--- src/rtl/cp0_regfile.sv ---
// Coprocessor-0 register file: exception/ERET commit, MFC0/MTC0, Count/Compare timer
// and hardware interrupt sampling. Shared bundle types live in the package below.
package cp0_regfile_pkg;
  typedef struct packed {
    logic        valid;
    logic        eret;
    logic [4:0]  code;
    logic [31:0] extra;
    logic [31:0] pc;
    logic        delayslot;
  } except_req_t;

  typedef struct packed {
    logic [31:0] badvaddr;
    logic [31:0] count;
    logic [31:0] compare;
    logic [31:0] status;
    logic [31:0] cause;
    logic [31:0] epc;
    logic [31:0] ebase;
  } cp0_regs_t;

  localparam logic [4:0] EXC_MOD  = 5'd1;
  localparam logic [4:0] EXC_TLBL = 5'd2;
  localparam logic [4:0] EXC_TLBS = 5'd3;
  localparam logic [4:0] EXC_ADEL = 5'd4;
  localparam logic [4:0] EXC_ADES = 5'd5;
endpackage

module cp0_regfile
  import cp0_regfile_pkg::*;
#(
  parameter int          COUNT_DIV = 2,
  parameter logic [31:0] EBASE_RST = 32'h8000_0000,
  parameter logic [31:0] PRID_VAL  = 32'h0001_8000
) (
  input  logic        clk,
  input  logic        rst,
  input  except_req_t except_req,
  input  logic        wr_en,
  input  logic [4:0]  wr_addr,
  input  logic [2:0]  wr_sel,
  input  logic [31:0] wr_data,
  input  logic [4:0]  rd_addr,
  input  logic [2:0]  rd_sel,
  output logic [31:0] rd_data,
  input  logic [5:0]  int_in,
  output cp0_regs_t   cp0_regs,
  output logic [7:0]  interrupt_req,
  output logic        timer_int
);
  localparam logic [31:0] STATUS_MASK = 32'h1040_FF03;
  localparam logic [31:0] STATUS_RST  = 32'h0040_0000;

  logic [31:0] badvaddr, count, compare, status, cause, epc, ebase;
  logic        div;

  logic exc, eret, bad_addr_exc;
  logic we_count, we_compare, we_status, we_cause, we_epc, we_ebase;
  logic tick, timer_next;

  always_comb begin
    exc          = except_req.valid && !except_req.eret;
    eret         = except_req.valid && except_req.eret;
    bad_addr_exc = (except_req.code == EXC_ADEL) || (except_req.code == EXC_ADES) ||
                   (except_req.code == EXC_TLBL) || (except_req.code == EXC_TLBS) ||
                   (except_req.code == EXC_MOD);
    we_count     = wr_en && (wr_addr == 5'd9)  && (wr_sel == 3'd0);
    we_compare   = wr_en && (wr_addr == 5'd11) && (wr_sel == 3'd0);
    we_status    = wr_en && (wr_addr == 5'd12) && (wr_sel == 3'd0);
    we_cause     = wr_en && (wr_addr == 5'd13) && (wr_sel == 3'd0);
    we_epc       = wr_en && (wr_addr == 5'd14) && (wr_sel == 3'd0);
    we_ebase     = wr_en && (wr_addr == 5'd15) && (wr_sel == 3'd1);
    // With COUNT_DIV==2 the divider wraps on the cycle it is high.
    tick         = (COUNT_DIV == 1) ? 1'b1 : div;
    // Writing Compare acknowledges the timer even if a match happens this cycle.
    if (we_compare)
      timer_next = 1'b0;
    else if (count == compare)
      timer_next = 1'b1;
    else
      timer_next = timer_int;
  end

  always_ff @(posedge clk) begin
    if (!rst) begin
      badvaddr  <= 32'h0;
      count     <= 32'h0;
      compare   <= 32'h0;
      status    <= STATUS_RST;
      cause     <= 32'h0;
      epc       <= 32'h0;
      ebase     <= EBASE_RST;
      timer_int <= 1'b0;
      div       <= 1'b0;
    end else begin
      div       <= (we_count || COUNT_DIV == 1) ? 1'b0 : ~div;
      count     <= we_count ? wr_data : (tick ? count + 32'd1 : count);
      timer_int <= timer_next;
      if (we_compare)
        compare <= wr_data;
      if (we_ebase)
        ebase <= {2'b10, wr_data[29:12], 12'h000};
      cause[15:10] <= {int_in[5] | timer_next, int_in[4:0]};

      // Exception and ERET own Status/Cause/EPC this cycle; MTC0 to them is dropped.
      if (exc) begin
        if (!status[1]) begin
          epc      <= except_req.delayslot ? except_req.pc - 32'd4 : except_req.pc;
          cause[31] <= except_req.delayslot;
        end
        status[1]  <= 1'b1;
        cause[6:2] <= except_req.code;
        if (bad_addr_exc)
          badvaddr <= except_req.extra;
      end else if (eret) begin
        status[1] <= 1'b0;
      end else begin
        if (we_status)
          status <= wr_data & STATUS_MASK;
        if (we_cause) begin
          cause[23]  <= wr_data[23];
          cause[9:8] <= wr_data[9:8];
        end
        if (we_epc)
          epc <= wr_data;
      end
    end
  end

  always_comb begin
    rd_data = 32'h0;
    case ({rd_addr, rd_sel})
      {5'd8,  3'd0}: rd_data = badvaddr;
      {5'd9,  3'd0}: rd_data = count;
      {5'd11, 3'd0}: rd_data = compare;
      {5'd12, 3'd0}: rd_data = status;
      {5'd13, 3'd0}: rd_data = cause;
      {5'd14, 3'd0}: rd_data = epc;
      {5'd15, 3'd0}: rd_data = PRID_VAL;
      {5'd15, 3'd1}: rd_data = ebase;
      default:       rd_data = 32'h0;
    endcase
  end

  assign interrupt_req     = cause[15:8] & status[15:8];
  assign cp0_regs.badvaddr = badvaddr;
  assign cp0_regs.count    = count;
  assign cp0_regs.compare  = compare;
  assign cp0_regs.status   = status;
  assign cp0_regs.cause    = cause;
  assign cp0_regs.epc      = epc;
  assign cp0_regs.ebase    = ebase;
endmodule

--- config.mk ---
export PLATFORM = sky130hd
export DESIGN_NAME = cp0_regfile
export DESIGN_NICKNAME = d
export VERILOG_FILES = /design/src/rtl/cp0_regfile.sv
export SDC_FILE = /design/constraint.sdc
export NUM_CORES = 1
export LEC_CHECK = 0
export ABC_AREA = 1
export CAP_MARGIN = 0
export CORE_ASPECT_RATIO = 0.9
export CORE_MARGIN = 5
export CORE_UTILIZATION = 45
export DETAILED_ROUTE_END_ITERATION = 10
export PLACE_DENSITY = 0.78
export SLEW_MARGIN = 0
export SYNTH_ARGS = -nofsm -noshare
export SYNTH_HDL_FRONTEND = slang
export SYNTH_SLANG_ARGS = --single-unit
--- constraint.sdc ---
create_clock -name clk -period 2.2 [get_ports clk]
set_clock_uncertainty 0.1 [all_clocks]
set_input_delay 0.44 -clock clk [delete_from_list [all_inputs] [get_ports clk]]
set_output_delay 0.44 -clock clk [all_outputs]
set_load 0.02 [all_outputs]
# Word-level counts from Yosys, hierarchy flattened
# Index checks and enable logic that the tools add are counted.
# W data, S select, Z words.
dict set report word_totals {
  reg_bits 175
  word_cells 87
}
dict set report classes {
  n_addsub 2
  n_eq_ne 23
  mux 13
  bitwise 7
  n_reduce_logical 29
}
# op count
set op_table {}
lappend op_table {{$pmux W32 S8} 1}
lappend op_table {{$mux W32} 7}
lappend op_table {{$eq A8 B7 Y1 const B} 8}
lappend op_table {{$add A32 B1 Y32 const B} 1}
lappend op_table {{$eq A32 B32 Y1} 1}
lappend op_table {{$sub A32 B3 Y32 const B} 1}
lappend op_table {{$eq A5 B4 Y1 const B} 6}
lappend op_table {{$logic_and A1 B1 Y1} 14}
lappend op_table {{$eq A5 B2 Y1 const B} 2}
lappend op_table {{$eq A5 B3 Y1 const B} 2}
lappend op_table {{$reduce_and A3 Y1} 3}
lappend op_table {{$and A8 B8 Y8} 1}
lappend op_table {{$eq A5 B1 Y1 const B} 1}
lappend op_table {{$not A1 Y1} 5}
lappend op_table {{$logic_or A1 B1 Y1} 4}
lappend op_table {{$mux W1} 4}
lappend op_table {{$ne A2 B2 Y1 const B} 2}
lappend op_table {{$reduce_and A2 Y1} 2}
lappend op_table {{$reduce_bool A2 Y1} 2}
lappend op_table {{$eq A3 B1 Y1 const B} 1}
lappend op_table {{$logic_not A3 Y1} 1}
lappend op_table {{$reduce_bool A3 Y1} 1}
lappend op_table {{$mux W2} 1}
lappend op_table {{$reduce_or A2 Y1} 1}
lappend op_table {{2 further kinds} 2}

# Logic depth before layout (Yosys ltp)
# Gate-level depths: netlist of run 1.
dict set report logic_depth {
  depth_word 6
  mapped_depth 12
  mapped_depth_nobuf 12
}

# Worst setup path before layout of run 1
# OpenSTA, ideal clock, no wires.
dict set report synth_timing {
  path_kind {input-to-output}
  from {in rd_addr[4]}
  to {out rd_data[30]}
  arrival_time_ps 1625
  path_slack_ps 35
  cell_stages 6
  path_buffers 1
  path_cell_list {inv_1 -> nand2_1 -> nor3_1 -> nand2_1 -> clkbuf_1 -> o2111ai_1}
}
dict set report synth_via {
  elab_chain_cells 2
  elab_cells_between_ends 9
  cone_classes {eq/ne (8); mux (1)}
}
# item line_no
set synth_rtl {}
lappend synth_rtl {{from (decl)} 44} ;# input logic [4:0] rd_addr,
lappend synth_rtl {{$eq A8 B7 Y1} 133} ;# case ({rd_addr, rd_sel})
lappend synth_rtl {{$pmux W32 S8 (*)} 133}
lappend synth_rtl {{to (decl)} 46} ;# output logic [31:0] rd_data,
# Every way passes the cells marked *; elsewhere a longest branch is shown, timed or not.

# Final worst setup path of run 1
dict set report layout_timing {
  from {in rd_addr[1]}
  to {out rd_data[24]}
}
# Same word-level chain as after synthesis.

==> results by group, run 1 <==
Floorplan
  – Die area: 25620 um^2
  – CORE AREA: 22320 um^2
  – I/O Pins: 394
  – Die width: 168.2 um
  – Initial Util: 45.40%
  – Row count: 52
  – Chip height: 152.3 um

Place
  – Pre-CTS setup slack: -1.174 ns
  – Placed cell areas: 14720 um^2
  – Hpwl dp: 38660 um
  – PortBufs: 342
  – Routability cong.: 0.9918

Synth
  – Yosys cell types: 49
  – Top-count cell post-synth: nand2_1
  – Synth Instances: 1504
  – Seq/Total Area, Yosys: 34.58%
  – Top cells by area, synth: dfxtp_1, nand2_1, a21oi_1
  – Ys Warns: 0
  – EDFF count, synth: 0
  – Synthesized area: 10130 um^2
  – Post-synth top area cell: dfxtp_1
  – Post-synth ARST share: 0%
  – Avg Inst Size Synth: 6.736 um^2
  – Synth top cells by count: nand2_1, inv_1, dfxtp_1
  – Synth top area share: 34.58%
  – Yosys reg bits: 175
  – Main synth FF type: dfxtp_1

Final layout
  – Synthesis-to-layout area growth: 61.81%
  – Layout cells sized above 1: 19.63%
  – Cell area after layout: 16390 um^2
  – Final core utilization: 73.46%
  – Fin nets: 2096

STA
  – WHS: 0.3739 ns
  – Worst-Margin Slew: 0.6029 ns
  – Worst setup margin: -0.1808 ns
  – Fin crit period: 2.381 ns
  – Final Hold Vio Count: 0
  – Final period util: 108.2%
  – Slew Viols, Final: 0
  – Fmax achieved: 0.4200 GHz
  – RSZ-0062 raised after global routing: true
  – Slew HR: 59.71%
  – Count of final setup violators: 31

Route
  – DR pass1 iterations: 5
  – Wire per inst: 21.71 um
  – Iteration-0 DRC count of the detailed router: 1480
  – Detail Route Antenna Nets: 0
  – Total Wirelength: 49410 um
  – Vias/cell: 5.558
  – DR vias: 12651
  – Post-route DRC: 0

Clocking
  – Clock transition at the registers of the reported paths: 0.06 ns
  – Cts hold-fix bufs: 0
  – CTS tree: yes
  – Clk sinks: 175
  – CTS Buffer Depth: 2
  – Num CTS Buffers: 17
  – Root Buffer: clkbuf_16
  – Skew-Pair Late Insertion Delay: 0.44 ns
  – CTS HTree Levels: 4

Global routing
  – First-pass GRT wire length: 72300 um
  – Vias in the first global route: 11886
  – Largest net degree at the start of global routing: 91
  – All-Layer GR Usage: 36.40%
  – Antenna violations before repair: 2
  – Gr ovfl total: 0

Setup path
  – WP data required: 1.66 ns
  – Worst path arrival time: 1.84 ns
  – Critical path startpoint category: primary input
  – Critical path class: primary input to output port
  – Worst reg2reg setup slack: 0.15 ns
  – Worst-path fanout max: 6
  – Critical path capture point type: output port

Job
  – # Max-Cap Violations: 0

Run status
  – Violated checks: negative setup slack
  – Outcome: complete, but fails checks

Pwr
  – Worst vdd ir: 0.0005234 V
  – Leak Pwr: 6.883 nW
  – Power density cells: 487.1 nW/um^2

Min path
  – HP Class: flop to flop
==> where the power goes <==
| group | switching, mW | leakage [nW] | internal (mW) |
|---|---|---|---|
| sequential | 0.0957 | 1.42 | 3.25 |
| clock | 1.41 | 0.311 | 1.96 |
| combinational | 0.725 | 5.15 | 0.550 |
| total | 2.23 | 6.88 | 5.76 |
==> critical path: stages <==
cell	delay [ns]
buf_4	0.13
inv_2	0.06
nor3_1	0.24
buf_4	0.19
nand2_4	0.08
inv_8	0.09
buf_8	0.14
nand2_2	0.07
nand2_2	0.09
a21oi_2	0.03
o211ai_1	0.10
buf_4	0.18
==> kinds of logic (layout without fill, tap and decap cells) <==
family | count (synthesis) | count (layout) | share of synthesized area, %
fa+ha+maj | 2 | 2 | 0.2470
compound gates | 411 | 411 | 22.72
buf+inv | 316 | 740 | 14.14
simple gates | 537 | 537 | 22.96
other cells | 2 | 53 | 0.07413
xor+xnor | 61 | 61 | 5.274
flops | 175 | 175 | 34.58
==> placed cells by master, fill, tap and decap left out, drive strengths merged, types with 3 or more instances in the layout <==
| cell | netlist | routed |
|---|---|---|
| inv | 193 | 199 |
| clkinv | 2 | 3 |
| nand3 | 60 | 60 |
| a31oi | 9 | 9 |
| a211oi | 28 | 28 |
| nand2 | 266 | 266 |
| clkdlybuf4s50 | 0 | 296 |
| nand4 | 17 | 17 |
| o2111ai | 10 | 10 |
| o21bai | 3 | 3 |
| dfxtp | 175 | 175 |
| nor3 | 35 | 35 |
| xnor2 | 20 | 20 |
| nor4 | 3 | 3 |
| xor2 | 41 | 41 |
| a21oi | 172 | 172 |
| or2 | 5 | 5 |
| bufinv | 0 | 4 |
| o22ai | 48 | 48 |
| nor2 | 147 | 147 |
| conb | 2 | 51 |
| o21ai | 123 | 123 |
| buf | 77 | 212 |
| dlymetal6s2s | 0 | 4 |
| o211ai | 8 | 8 |
| clkbuf | 44 | 19 |
==> metal layers <==
metal / up-vias / wire length (um) / global-route usage, %
met5: - / 0 / 0
met4: 0 / 1491 / 10.59
met3: 97 / 5361 / 7.263
met2: 797 / 22000 / 56.25
met1: 5948 / 20560 / 51.60
li1: 5809 / - / -
==> layout make-up <==
| class | instances | area (um^2) |
|---|---|---|
| multi-input cells | 1062 | 6057 |
| fillers | 1818 | 5923 |
| repair buffers | 514 | 5054 |
| flip-flops and latches | 175 | 3512 |
| inverters | 195 | 758.2 |
| clock buffers | 18 | 439.2 |
| well taps | 297 | 371.6 |
| clock inverters | 13 | 196.4 |
| diodes | 2 | 5.005 |
==> registers in the layout, indices dropped and copies added, names as in the netlist <==
name,count
badvaddr,32
compare,32
count,32
epc,32
ebase,18
cause,15
status,12
div,1
timer_int,1
==> per-stage QoR <==
step                std cells  power [mW]  setup TNS [ns]
finish                   2276       7.985          -3.066
global route             2276       8.212          -3.874
floorplan                1553       3.966               0
CTS                      2273       7.949          -1.931
detailed placement       2225       4.610          -44.38
global placement         2225       4.602          -40.61
==> worst paths after layout <==
kind | cells past startpoint | end | startpoint
worst max-delay path | 12 | rd_data[24] | rd_addr[1]
worst min register to register | 2 | badvaddr[14] | badvaddr[14]
worst max register to register | 9 | count[30] | count[9]
worst min-delay path | 2 | badvaddr[14] | badvaddr[14]
==> what timing repair did <==
item | CTS | global route
pin swaps | 34 | 31
setup buffers | 13 | 2
gates cloned | 5 | 0
setup endpoints to repair | 33 | 43
hold endpoints to repair | 0 | 0
resized for setup | 339 | 60
No activity file was read; power rests on OpenSTA's default activity.
==> run 2, diff against run 1 <==
- SETUP_SLACK_MARGIN: unset -> 0.05
==> run 2 against run 1 <==
The run still ends with negative setup slack left. Fmax grew 2.6%. Utilization up 0.13 points. First-iteration DRC count rose by 6.3%. Via count rose by 0.98%. Global-route usage about the same. Worst setup slack better by 0.060 ns. Sequential share of layout area about the same. Critical path type unchanged. Highest routed layer unchanged.
==> results by group, run 2 (synthesized netlist as in run 1, its figures left out) <==
Clocking
  – CTS HTree Levels: 4 (unchanged)
  – Clock transition at the registers of the reported paths: 0.07 ns (was 0.06 ns)
  – Num CTS Buffers: 17 (unchanged)
  – CTS Buffer Depth: 2 (unchanged)
  – Clk sinks: 175 (unchanged)
  – Root Buffer: clkbuf_16 (unchanged)
  – Cts hold-fix bufs: 0 (unchanged)
  – CTS tree: yes (unchanged)
  – Skew-Pair Late Insertion Delay: 0.44 ns (about the same)

STA
  – WHS: 0.3782 ns (was 0.3739 ns)
  – Count of final setup violators: 32 (was 31)
  – Final period util: 105.5% (was 108.2%)
  – Fmax achieved: 0.4308 GHz (was 0.4200 GHz)
  – RSZ-0062 raised after global routing: true (unchanged)
  – Fin crit period: 2.321 ns (was 2.381 ns)
  – Worst setup margin: -0.1213 ns (was -0.1808 ns)
  – Final Hold Vio Count: 0 (unchanged)
  – Worst-Margin Slew: 0.5966 ns (was 0.6029 ns)
  – Slew HR: 60.13% (was 59.71%)
  – Slew Viols, Final: 0 (unchanged)

Setup path
  – Critical path class: primary input to output port (unchanged)
  – WP data required: 1.66 ns (about the same)
  – Critical path startpoint category: primary input (unchanged)
  – Critical path capture point type: output port (unchanged)
  – Worst path arrival time: 1.78 ns (was 1.84 ns)
  – Worst-path fanout max: 6 (unchanged)

Place
  – PortBufs: 342 (unchanged)
  – Hpwl dp: 38660 um (unchanged)
  – Routability cong.: 0.9918 (unchanged)

Final layout
  – Fin nets: 2096 (unchanged)
  – Commonest non-fill, non-tap cell in the layout: clkdlybuf4s50_1 (unchanged)
  – Most frequent cells in the layout: clkdlybuf4s50_1, nand2_1, inv_1 (unchanged)
  – Layout cells sized above 1: 19.78% (was 19.63%)
  – Footprint of the multi-input gates: 6068 um^2 (was 6057 um^2)
  – Fillers: 1811 (was 1818)
  – Seq. cell area: 3512 um^2 (unchanged)
  – Synthesis-to-layout area growth: 62.11% (was 61.81%)

Floorplan
  – Die area: 25620 um^2 (unchanged)
  – CORE AREA: 22320 um^2 (unchanged)
  – Die width: 168.2 um (unchanged)
  – Chip height: 152.3 um (unchanged)
  – I/O Pins: 394 (unchanged)
  – Initial Util: 45.40% (unchanged)
  – Row count: 52 (unchanged)

Run status
  – Violated checks: negative setup slack (unchanged)
  – Outcome: complete, but fails checks (unchanged)

Pwr
  – Clock power frac: 42.2% (about the same)
  – Pwr Total: 7.993 mW (was 7.985 mW)
  – Share of power burned in registers: 41.8% (was 41.9%)
  – Switch Pwr: 2.237 mW (was 2.229 mW)
  – Comb pwr share: 16.0% (about the same)
  – Power density cells: 486.7 nW/um^2 (was 487.1 nW/um^2)
  – Leak Pwr: 7.134 nW (was 6.883 nW)
  – Worst vdd ir: 0.0005285 V (was 0.0005234 V)
  – Sw frac: 27.99% (was 27.92%)
  – Cell Int Power: 5.756 mW (about the same)

Route
  – Iteration-0 DRC count of the detailed router: 1573 (was 1480)
  – Vias/cell: 5.610 (was 5.558)
  – DR pass1 iterations: 7 (was 5)
  – Total Wirelength: 49350 um (was 49410 um)
  – Detail Route Antenna Nets: 0 (unchanged)
  – Post-route DRC: 0 (unchanged)
  – Wire per inst: 21.67 um (was 21.71 um)
  – DR vias: 12775 (was 12651)

Global routing
  – Antenna violations before repair: 3 (was 2)
  – First-pass GRT wire length: 72390 um (was 72300 um)
  – All-Layer GR Usage: 36.45% (was 36.40%)
  – Gr ovfl total: 0 (unchanged)
  – Largest net degree at the start of global routing: 91 (unchanged)
  – Vias in the first global route: 11897 (was 11886)

Min path
  – HP Class: flop to flop (unchanged)

Job
  – # Max-Cap Violations: 0 (unchanged)
run 2: worst max-delay path: stages:
cell and delay, ns:
buf_8 0.10, nor2_4 0.11, nand2_4 0.09, nor2_4 0.12, nand2_1 0.08, buf_6 0.16
buf_6 0.13, o22ai_4 0.17, nor2_2 0.07, nand4_1 0.15, buf_6 0.15
run 2: final cells by class:
type	instances	share of cell area (%)
well taps	297	2.263
repair buffers	514	30.89
multi-input cells	1062	36.95
clock buffers	18	2.674
clock inverters	13	1.196
diodes	3	0.04571
flip-flops and latches	175	21.38
inverters	195	4.602
run 2: final timing paths:
check / slack [ns] / start / endpoint / cells past startpoint
min reg2reg: 0.38 / badvaddr[0] / badvaddr[0] / 2
min: 0.38 / badvaddr[0] / badvaddr[0] / 2
max reg2reg: 0.13 / count[9] / count[24] / 9
max: -0.12 / rd_sel[1] / rd_data[12] / 11
run 2: power groups by stage:
stage	sequential [mW]	combinational (mW)	clock (mW)
after detailed placement	3.41	1.20	0
after CTS	3.34	1.24	3.37
final	3.34	1.28	3.37
after global routing	3.35	1.35	3.52
after global placement	3.41	1.19	0
after floorplan	3.47	0.497	0
run 2: what timing repair did:
item / in CTS / in global routing
pin swaps: 35 / 26
resized for setup: 347 / 71
cloned: 5 / 0
endpoints found under the setup margin: 37 / 57
buffers inserted: 13 / 2
hold endpoints to repair: 0 / 0
run 2: per-layer routing:
layer	GRT usage, %	routed length [um]
met1	51.58	20300
met3	7.419	5388
met5	0	0
met2	56.41	22120
met4	10.43	1545
run 2: through the flow:
stage	setup slack, ns	setup TNS [ns]	util [%]	std cells	instance area (um^2)
6_report	-0.1213	-2.292	73.59	2277	16420
5_1_grt	-0.1736	-4.039	73.58	2276	16420
4_1_cts	-0.1333	-1.943	72.34	2273	16140
3_5_place_dp	-1.174	-44.38	65.97	2225	14720
3_3_place_gp	-1.189	-40.61	65.97	2225	14720
2_1_floorplan	0.03541	0	-	1553	10310
